<file path="config.mk">
export PLATFORM = sky130hd
export DESIGN_NAME = l1d_cache_ctrl_nway
export DESIGN_NICKNAME = d
export VERILOG_FILES = /design/src/rtl/l1d_cache_ctrl_nway.sv
export SDC_FILE = /design/constraint.sdc
export NUM_CORES = 1
export LEC_CHECK = 0
export ABC_CLOCK_PERIOD_IN_PS = 2500
export BUFFER_PORTS_ARGS = -buffer_cell sky130_fd_sc_hd__buf_2
export CAP_MARGIN = 20
export CORE_MARGIN = 2
export CORE_UTILIZATION = 46
export DETAILED_ROUTE_END_ITERATION = 8
export GPL_TIMING_DRIVEN = 0
export PLACE_DENSITY = 0.79
export SLEW_MARGIN = 20
export SYNTH_ARGS = -nofsm -noshare
export SYNTH_HDL_FRONTEND = slang
export SYNTH_SLANG_ARGS = --single-unit
export TNS_END_PERCENT = 5
</file>
<file path="constraint.sdc">
create_clock -name clk -period 2.5 [get_ports clk]
set_clock_uncertainty 0.05 [all_clocks]
set_input_delay 0.25 -clock clk [delete_from_list [all_inputs] [get_ports clk]]
set_output_delay 0.25 -clock clk [all_outputs]
set_load 0.02 [all_outputs]
</file>
<file path="src/rtl/l1d_cache_ctrl_nway.sv">
// rtl/l1d_cache_ctrl_nway.sv - N-way write-back L1D controller with tree PLRU and latched victim way
// Optional performance counters are built when L1D_PERF_CNT_EN is defined.
module l1d_cache_ctrl_nway #(
  parameter  int NUM_WAYS = 4,
  parameter  int NUM_SETS = 8,
  localparam int WAY_BITS = $clog2(NUM_WAYS),
  localparam int SET_BITS = $clog2(NUM_SETS)
) (
  input  logic                clk,
  input  logic                rst_n,
  input  logic                mem_read,
  input  logic                mem_write,
  input  logic [SET_BITS-1:0] set_idx,
  input  logic [NUM_WAYS-1:0] hit_way,
  input  logic [NUM_WAYS-1:0] valid_way,
  input  logic [NUM_WAYS-1:0] dirty_way,
  input  logic                pmem_resp,
  output logic                mem_resp,
  output logic                pmem_read,
  output logic                pmem_write,
  output logic                pmem_addr_sel,
  output logic [WAY_BITS-1:0] way_sel,
  output logic                load_tag,
  output logic                load_data,
  output logic                load_valid,
  output logic                data_in_sel,
  output logic                set_dirty,
  output logic                clr_dirty,
  output logic                miss_pulse,
  output logic [31:0]         hit_count,
  output logic [31:0]         miss_count,
  output logic [31:0]         wb_count
);

  typedef enum logic [1:0] {IDLE, WRITEBACK, FILL} state_t;

  state_t              state_q, state_d;
  logic [WAY_BITS-1:0] victim_q;
  logic [NUM_WAYS-2:0] plru_q [NUM_SETS];

  function automatic logic [WAY_BITS-1:0] first_one(input logic [NUM_WAYS-1:0] v);
    logic [WAY_BITS-1:0] idx;
    idx = '0;
    for (int i = NUM_WAYS - 1; i >= 0; i--)
      if (v[i]) idx = WAY_BITS'(i);
    return idx;
  endfunction

  // Heap walk: node bit 0 steers to the lower half, 1 to the upper half.
  function automatic logic [WAY_BITS-1:0] plru_victim(input logic [NUM_WAYS-2:0] bits);
    logic [WAY_BITS-1:0] node, w;
    logic                b;
    node = '0;
    w    = '0;
    for (int l = 0; l < WAY_BITS; l++) begin
      b    = bits[node];
      w    = (w << 1) | WAY_BITS'(b);
      node = (node << 1) + WAY_BITS'(1) + WAY_BITS'(b);
    end
    return w;
  endfunction

  function automatic logic [NUM_WAYS-2:0] plru_touch(input logic [NUM_WAYS-2:0] bits,
                                                      input logic [WAY_BITS-1:0] w);
    logic [NUM_WAYS-2:0] nb;
    logic [WAY_BITS-1:0] node;
    logic                b;
    nb   = bits;
    node = '0;
    for (int l = 0; l < WAY_BITS; l++) begin
      b        = w[WAY_BITS-1-l];
      nb[node] = ~b;
      node     = (node << 1) + WAY_BITS'(1) + WAY_BITS'(b);
    end
    return nb;
  endfunction

  logic                req, is_hit, idle_hit, idle_miss;
  logic [WAY_BITS-1:0] hit_idx, victim_d;

  assign req       = mem_read | mem_write;
  assign is_hit    = |hit_way;
  assign idle_hit  = (state_q == IDLE) && req && is_hit;
  assign idle_miss = (state_q == IDLE) && req && !is_hit;
  assign hit_idx   = first_one(hit_way);
  assign victim_d  = (&valid_way) ? plru_victim(plru_q[set_idx]) : first_one(~valid_way);

  always_comb begin
    state_d       = state_q;
    mem_resp      = 1'b0;
    pmem_read     = 1'b0;
    pmem_write    = 1'b0;
    pmem_addr_sel = 1'b1;
    way_sel       = victim_q;
    load_tag      = 1'b0;
    load_data     = 1'b0;
    load_valid    = 1'b0;
    data_in_sel   = 1'b0;
    set_dirty     = 1'b0;
    clr_dirty     = 1'b0;
    miss_pulse    = 1'b0;
    case (state_q)
      IDLE: begin
        if (idle_hit) begin
          way_sel  = hit_idx;
          mem_resp = 1'b1;
          if (mem_write) begin
            load_data   = 1'b1;
            data_in_sel = 1'b1;
            set_dirty   = ~dirty_way[hit_idx];
          end
        end else if (idle_miss) begin
          way_sel = victim_d;
          if (valid_way[victim_d] && dirty_way[victim_d]) begin
            state_d = WRITEBACK;
          end else begin
            state_d    = FILL;
            miss_pulse = 1'b1;
          end
        end
      end
      WRITEBACK: begin
        pmem_write = 1'b1;
        if (pmem_resp) begin
          clr_dirty  = 1'b1;
          miss_pulse = 1'b1;
          state_d    = FILL;
        end
      end
      FILL: begin
        pmem_read     = 1'b1;
        pmem_addr_sel = 1'b0;
        clr_dirty     = 1'b1;
        load_tag      = pmem_resp;
        load_data     = pmem_resp;
        load_valid    = pmem_resp;
        if (pmem_resp) state_d = IDLE;
      end
      default: state_d = IDLE;
    endcase
  end

  always_ff @(posedge clk or negedge rst_n) begin
    if (!rst_n) begin
      state_q  <= IDLE;
      victim_q <= '0;
      for (int s = 0; s < NUM_SETS; s++) plru_q[s] <= '0;
    end else begin
      state_q <= state_d;
      if (idle_miss) victim_q <= victim_d;
      // Fills leave PLRU alone; the replayed hit performs the touch.
      if (idle_hit) plru_q[set_idx] <= plru_touch(plru_q[set_idx], hit_idx);
    end
  end

`ifdef L1D_PERF_CNT_EN
  logic [31:0] hit_q, miss_q, wb_q;

  always_ff @(posedge clk or negedge rst_n) begin
    if (!rst_n) begin
      hit_q  <= '0;
      miss_q <= '0;
      wb_q   <= '0;
    end else begin
      if (idle_hit && hit_q != 32'hFFFF_FFFF) hit_q <= hit_q + 32'd1;
      if (miss_pulse && miss_q != 32'hFFFF_FFFF) miss_q <= miss_q + 32'd1;
      if (state_q == WRITEBACK && pmem_resp && wb_q != 32'hFFFF_FFFF) wb_q <= wb_q + 32'd1;
    end
  end

  assign hit_count  = hit_q;
  assign miss_count = miss_q;
  assign wb_count   = wb_q;
`else
  assign hit_count  = '0;
  assign miss_count = '0;
  assign wb_count   = '0;
`endif

endmodule

</file>
## After elaboration in Yosys (flattened, before gate mapping)

Cells that the tools add are included.
W data, S select, Z words.

- Flip-flop bits (word level): 28
- Bits of input ports: 20
- Output and inout bits: 109
- Logic and storage cells: 97

- $add $sub $neg: 2
- Magnitude comparators: 7
- Eq/ne operators: 6
- Mux-type cells: 54
- Bitwise operators: 7
- Reductions and logical operators: 11

Operator list:

| cell | number |
|---|---|
| $mux W2 | 17 |
| $bwmux W24 | 1 |
| $mux W1 | 21 |
| $lt A2 B3 Y1 const B | 4 |
| $bmux W3 S3 | 1 |
| $demux W3 S3 | 1 |
| $mux W3 | 3 |
| $bmux W1 S2 | 4 |
| $ne A2 B2 Y1 const B | 4 |
| $reduce_and A4 Y1 | 2 |
| $logic_and A1 B1 Y1 | 6 |
| $pmux W1 S2 | 3 |
| $pmux W2 S3 | 1 |
| $add A1 B1 Y2 const A | 2 |
| $ge A4 B4 Y1 const B | 1 |
| $lt A4 B1 Y1 const B | 1 |
| $not A3 Y4 | 1 |
| $not A4 Y4 | 1 |
| $reduce_or A4 Y1 | 1 |
| $bwmux W3 | 1 |
| $not A1 Y1 | 3 |
| $demux W1 S2 | 1 |
| $eq A2 B1 Y1 const B | 1 |
| $eq A2 B2 Y1 const B | 1 |
| 5 further kinds | 5 |

## Logic depth before layout (Yosys ltp)

Gate-level depths: netlist of run 1.

- Depth after elaboration: 16
- Depth in mapped cells: 9
- Mapped depth without buffers: 8

## Worst setup path after synthesis of run 1

No wires, ideal clock.

- Path type: register -> register
- Start: reg state_q[1]
- End: reg plru_q[16] (netlist name)
- Library setup time: 0.125 ns
- Arrival: 2.229 ns
- Data required time: 2.325 ns
- Slack: 0.096 ns
- Cell stages (with the launch flop): 8
- Buffers on the path: 0
- Period minus slack after synthesis: 2.404 ns
- Cell sequence: dfrtp_1 inv_1 ha_1 o21ai_1 nor2b_1 nand2b_1 nor3b_1 mux2_2

- Longest elaborated chain between the ends: 3

Ends and longest elaborated chain:

| element | line | text |
|---|---|---|
| start, declared | 37 | `state_t state_q, state_d;` |
| start signal, assigned | 149 | `state_q <= state_d;` |
| $logic_not A2 Y1 | 83 | `assign idle_hit = (state_q == IDLE) && req && is_hit;` |
| $logic_and A1 B1 Y1 (2 in series) | 83 |  |
| end signal, assigned by index | 152 | `if (idle_hit) plru_q[set_idx] <= plru_touch(plru_q[set_idx], hit_idx);` |
| end, declared | 39 | `logic [NUM_WAYS-2:0] plru_q [NUM_SETS];` |

No other way between the ends.
A chain may end at the register's enable or synchronous reset.

## Final worst setup path of run 1

- Start: reg plru_q[0] (netlist name)
- End: out way_sel[1]

- Longest elaborated chain between the ends: 8

Ends and longest elaborated chain:

| element | line | text |
|---|---|---|
| $bmux W3 S3 | 86 | `assign victim_d = (&valid_way) ? plru_victim(plru_q[set_idx]) : first_one(~valid_way);` |
| $mux W3 (not written as such) (2 in series) | 86 |  |
| $or A2 B1 Y2 | 57 | `w = (w << 1) \| WAY_BITS'(b);` |
| $mux W2 | 86 |  |
| $mux W2 | 112 | `end else if (idle_miss) begin` |
| $mux W2 | 104 | `if (idle_hit) begin` |
| $mux W2 | 102 | `case (state_q)` |
| end, declared | 22 | `output logic [WAY_BITS-1:0] way_sel,` |

No other way between the ends. The select of a mux whose other input is x is not followed.

==> out/metrics.csv, run 1 <==
metric,value,unit
Critical path buffers and inverters,2,
status,finished with violations,
Tightest Pin Transition,0.596,ns
hold_ws,0.184,ns
Ys Warns,0,
largest vdd supply drop,0.000546,V
Filler cells,422,
vias post-DR,1936,
CP Class,reg2out,
final std cells w/o fill,474,
Final Hold Fails,0,
Detailed Route WL,4.85,mm
CP max stage cell,mux4_2,
drt first pass iters,4,
antenna violations before repair,0,
Core ar.,5110,um2
Worst Setup End Kind,output pin,
Port Buf Inserts,31,
pwr dens,658,nW/um2
cell family with most CP delay,multiplexers,
pre-CTS setup slack,-0.0452,ns
grt peak-use layer,met2,
P_leak,1.76,nW
Initial Util,0.477,
worst hold path type,in2reg,
crit start category,flop,
Mapped Area,2440,um2
register bit count reported by yosys,28,
Rows,26,
Routed WL per cell,10.2,um
setup_tns,-0.201,ns
htree depth,1,
area of the multi-input gates,1370,um2
drc violations,0,
RSZ-0062 raised after global routing,yes,
Layout Utilization,0.632,
critical path's most frequent cell,buf_4,
Critical Path RT,2.20,ns
Root Buffer,clkbuf_8,
gr usage total,0.157,
WP data arrival,2.32,ns
"EDFF count, synth",0,
first-pass GRT wire length,7.70,mm
GP Congestion,0.846,
fmax,382,MHz
clock sink total,28,
Layout Nets,428,
violated checks,setup timing,
asr flop ratio synth,1.00,
post-synth cell types,44,
count of pins over their slew limit,0,
crit path max fanout,4,
layout cells sized above 1,0.441,
Synth Flop Type,dfrtp_1,
maximum root-to-sink buffer count,2,
Tcrit/Tclk final,1.05,
Slowest Stage Delay on Critical Path,0.49,ns
cell count after synthesis,267,
Die W,76.8,um
die footprint,5890,um2
Cells after DPL,463,
min Tclk post-route,2.62,ns
M3 GR Usage,0.0376,
Final HPWL DP,3.92,mm
max cap viols,0,
M1 GR Usage,0.169,
area grow syn2layout,32.4,%
CTS tree,built,
Post-DRT Antenna Nets,0,
worst setup margin,-0.115,ns
largest net degree at the start of global routing,29,
Mean Syn Cell Area,9.12,um2
sequential cell area fraction in the yosys report,0.288,
cts bufs inserted,3,
vias in the first global route,1684,
Worst-path clk slew,0.09,ns
GRT met2 Usage,0.296,
clk_lat worst skew,0.28,ns
ANT cells,0,
Congestion Overflow GR,0,
endpoints failing setup,3,
Avg Vias per Cell,4.08,
First DRT Iteration DRCs,57,
die height,76.8,um
worst path cell trace,"mux4_2, mux2i_4, buf_4, a311oi_2, a21o_1, nand3_1, o221ai_1, buf_4",
I/O pins,129,
worst rel slew slack,0.603,
Sequential Area,701,um2
[worst paths after layout]
path,depth (start not counted),endpoint,startpoint,slack (ns)
setup / recovery,8,way_sel[1],plru_q[0],-0.12
hold / removal,2,victim_q[0],valid_way[1],0.18
setup reg to reg,6,state_q[0],plru_q[0],0.15
hold reg to reg,2,plru_q[12],plru_q[12],0.43
max in group asynchronous,2,victim_q[1],rst_n,1.56
min in group asynchronous,2,plru_q[23],rst_n,0.46
[cells by family after synthesis]
| group | count (synthesis) | share of synthesized area |
|---|---|---|
| DFF | 28 | 0.288 |
| AOI/OAI and AO/OA | 35 | 0.0966 |
| and+or+nand+nor | 58 | 0.115 |
| muxes | 31 | 0.159 |
| adders and majority gates | 3 | 0.0154 |
| buffers and inverters | 111 | 0.325 |
| other | 1 | 0.00154 |
[cells in the final DEF (no fill, tap or decap), types with 3 or more instances in the layout]
| cell type | Yosys | layout |
|---|---|---|
| a21oi_1 | 7 | 7 |
| buf_2 | 2 | 30 |
| buf_4 | 97 | 107 |
| clkbuf_8 | 0 | 4 |
| conb_1 | 1 | 96 |
| dfrtp_1 | 28 | 28 |
| inv_1 | 7 | 6 |
| mux2_2 | 16 | 16 |
| mux2i_1 | 8 | 5 |
| mux4_2 | 3 | 3 |
| nand2_1 | 18 | 16 |
| nand2b_1 | 5 | 5 |
| nand3_1 | 6 | 6 |
| nor2_1 | 13 | 13 |
| o21ai_0 | 9 | 9 |
[synth_stat cells (all sizes together), types with 3 or more instances]
library cell,instances,area share
buf,100,0.31
dfrtp,28,0.29
mux2,19,0.089
nand2,18,0.028
nor2,13,0.020
o21ai,10,0.021
mux2i,9,0.042
a21oi,7,0.014
inv,7,0.011
nand3,6,0.012
nand2b,5,0.013
a311oi,3,0.011
ha,3,0.015
mux4,3,0.028
nor3,3,0.0062
nor3b,3,0.0092
[state kept, by name, summed over array words and instances (netlist names)]
signal / cells
plru_q: 24
state_q: 2
victim_q: 2
[per-stage QoR]
step | cell area (um2) | total power, mW
after floorplan | 2790 | 1.52
after global placement | 3040 | 1.69
after detailed placement | 3040 | 1.72
after CTS | 3190 | 2.08
after global routing | 3230 | 2.26
final | 3230 | 2.12
[cell type report]
type,instances,share of cell area
Clock buffer,4,0.0171
Inverter,9,0.0105
Sequential cell,28,0.217
Buffer,101,0.234
Timing Repair Buffer,39,0.0698
Multi-Input combinational cell,223,0.425
Tap cell,70,0.0272
[power breakdown]
part / internal [mW] / leakage (nW) / total, mW / switching (mW)
Combinational: 0.529 / 1.40 / 1.10 / 0.572
Clock: 0.141 / 0.0288 / 0.274 / 0.133
Sequential: 0.646 / 0.334 / 0.747 / 0.101
Total: 1.32 / 1.76 / 2.12 / 0.806
[worst register-to-register path: stages, from the launching register on]
cell and delay (ns):
dfrtp_1 0.39, mux4_2 0.50, mux2i_4 0.30, mux2i_4 0.36, buf_4 0.17, mux2_4 0.30
o31ai_2 0.21
[metal layers]
| layer | part of all wire | routed length (um) | up-vias |
|---|---|---|---|
| met5 | 0 | 0 | - |
| met4 | 0.014 | 68 | 0 |
| met3 | 0.081 | 392 | 9 |
| met2 | 0.53 | 2560 | 71 |
| met1 | 0.38 | 1830 | 865 |
| li1 | - | - | 991 |
[repair_timing]
item	CTS	global route
setup endpoints to repair	5	3
pin swaps	2	3
gates resized for setup	13	5
endpoints found under the hold margin	28	0
buffers inserted	4	3
hold buffers	1	0
No activity file was read; power rests on OpenSTA's default activity.
==> run 2, diff against run 1 <==
- CORE_MARGIN: 2 -> default
==> out/metrics.csv, run 2 (synthesized netlist as in run 1, its figures left out) <==
metric,value,unit,change
first-pass GRT wire length,7.61,mm,-1.2%
largest register by flop count,plru_q,,
cts bufs inserted,3,,unchanged
Tightest Pin Transition,0.615,ns,+0.0195 ns
Seq pwr share,0.339,,-0.013
Detailed Route WL,4.91,mm,+1.1%
Initial Util,0.477,,unchanged
Layout Nets,433,,+1.2%
Final Hold Fails,0,,unchanged
largest net degree at the start of global routing,29,,unchanged
CTS tree,built,,
hold depth,2,,unchanged
reg2reg end,state_q[0],,
maximum root-to-sink buffer count,2,,unchanged
Congestion Overflow GR,0,,unchanged
ANT cells,0,,unchanged
crit start category,flop,,
Rows,26,,unchanged
violated checks,setup timing,,
largest vdd supply drop,0.000562,V,+2.9%
crit path max fanout,4,,unchanged
pwr dens,675,nW/um2,+2.6%
Tcrit/Tclk final,1.03,,-0.0158
vias in the first global route,1682,,-0.12%
worst setup margin,-0.0759,ns,+0.0395 ns
Critical path buffers and inverters,1,,-1
Total Power,2.21,mW,+4.0%
vias post-DR,1940,,+0.21%
Critical Path RT,2.20,ns,about the same
GP Congestion,0.892,,+5.4%
P_leak,1.78,nW,+1.5%
Filler cells,421,,-0.24%
hold_ws,0.202,ns,+0.0180 ns
Root Buffer,clkbuf_8,,
clk_lat worst skew,0.28,ns,about the same
Final HPWL DP,3.83,mm,-2.4%
Layout Utilization,0.641,,+0.00906
Avg Vias per Cell,4.05,,-0.84%
I/O pins,129,,unchanged
cell family with most CP delay,multiplexers,,
Core ar.,5110,um2,unchanged
max cap viols,0,,unchanged
RSZ-0062 raised after global routing,yes,,
worst hold path type,in2reg,,
clock sink total,28,,unchanged
critical path launch point,plru_q[0],,
worst r2r path cells,6,,unchanged
die height,74.8,um,-2.6%
count of pins over their slew limit,0,,unchanged
Slowest Stage Delay on Critical Path,0.50,ns,about the same
cell-internal power,1.36,mW,+3.7%
area grow syn2layout,34.3,%,
min-delay src,valid_way[1],,
Die W,74.8,um,-2.6%
biggest regs,"plru_q x24, state_q x2, victim_q x2",,
First DRT Iteration DRCs,25,,-56%
endpoints failing setup,3,,unchanged
CP max stage cell,mux4_2,,
switching pwr,0.842,mW,+4.5%
htree depth,1,,unchanged
gr usage total,0.177,,+0.0204
die footprint,5590,um2,-5.1%
"most common cell after layout, fill and taps aside",buf_4,,
max FFs per register,24,,unchanged
worst rel slew slack,0.590,,-0.0130
most frequent cells in the layout,"buf_4, conb_1, buf_2",,
Logic pwr share,0.534,,+0.015
Port Buf Inserts,31,,unchanged
Routed WL per cell,10.2,um,about the same
critical path's most frequent cell,mux2i_4,,
drc violations,0,,unchanged
Worst-path clk slew,0.09,ns,about the same
Sw Ratio,0.382,,+0.00173
Post-DRT Antenna Nets,0,,unchanged
fmax,388,MHz,+1.5%
R2R Setup Slk,0.11,ns,-0.04 ns
antenna violations before repair,0,,unchanged
drt first pass iters,4,,unchanged
Worst Hold End,victim_q[0],,
RR Startpoint,plru_q[0],,
Clock power frac,0.127,,-0.002
layout cells sized above 1,0.452,,+0.0117
min Tclk post-route,2.58,ns,-0.0395 ns
worst path cell trace,"mux4_2, mux2i_4, mux2i_4, nor3b_2, a211oi_1, buf_2",,
Worst Setup End Kind,output pin,,
CP Class,reg2out,,
status,finished with violations,,
WP data arrival,2.28,ns,-0.04 ns
==> run 2: changes by cell type in the layout (fill, tap and decap cells not counted) <==
cell / change
buf_2: +1
inv_2: +1
buf_6: +1
a311oi_2: +2
a211oi_1: +1
a211oi_2: -1
inv_1: -1
buf_4: +3
a311oi_1: -2
==> run 2: per-layer routing <==
metal | part of all wire | track usage
met3 | 0.066 | 0.0228
met4 | 0.019 | 0.0608
met5 | 0 | 0
met2 | 0.50 | 0.317
met1 | 0.41 | 0.221
==> run 2: final cells by class <==
class                      count  area, um2  share of cell area
buffer                       101        753               0.230
clock buffer                   4       55.1              0.0168
multi-input combinational    223       1380               0.421
timing repair buffer          44        264              0.0807
inverter                       9       33.8              0.0103
sequential                    28        701               0.214
tap                           70       87.6              0.0268
==> run 2: timing repair <==
item | 4_1_cts | 5_1_grt
pin swaps | 3 | 7
endpoints found under the setup margin | 5 | 3
resized for setup | 18 | 3
setup buffers | 6 | 6
endpoints found under the hold margin | 28 | 0
hold buffers | 1 | 0
==> run 2: through the flow <==
step,setup TNS (ns),cell area (um2),setup slack (ns),cells
floorplan,0,2790,0.0958,362
finish,-0.168,3270,-0.0759,479
global placement,-0.0409,3040,-0.0252,463
CTS,-0.0590,3220,-0.0265,474
detailed placement,-0.0902,3040,-0.0558,463
global route,-0.428,3270,-0.155,479
==> run 2: worst max path at each step <==
stage	depth (start not counted)	endpoint	slack, ns
floorplan	7	plru_q[16]	0.1
global placement	10	way_sel[1]	-0.03
detailed placement	10	way_sel[1]	-0.06
CTS	7	miss_pulse	-0.03
global route	6	miss_pulse	-0.15
finish	6	miss_pulse	-0.08
==> run 2: power by group through the flow <==
stage / Combinational (mW) / Sequential (mW) / Clock (mW)
2_1_floorplan: 0.797 / 0.721 / 0
3_3_place_gp: 0.949 / 0.743 / 0
3_5_place_dp: 0.969 / 0.756 / 0
4_1_cts: 1.10 / 0.748 / 0.285
5_1_grt: 1.28 / 0.767 / 0.302
6_report: 1.18 / 0.749 / 0.280
==> run 2: worst reg2reg max path, delay by kind of cell, from the launching register on <==
family,cells,cell delay [ns]
compound gates,1,0.23
flops,1,0.40
buf+inv,1,0.17
mux,4,1.45
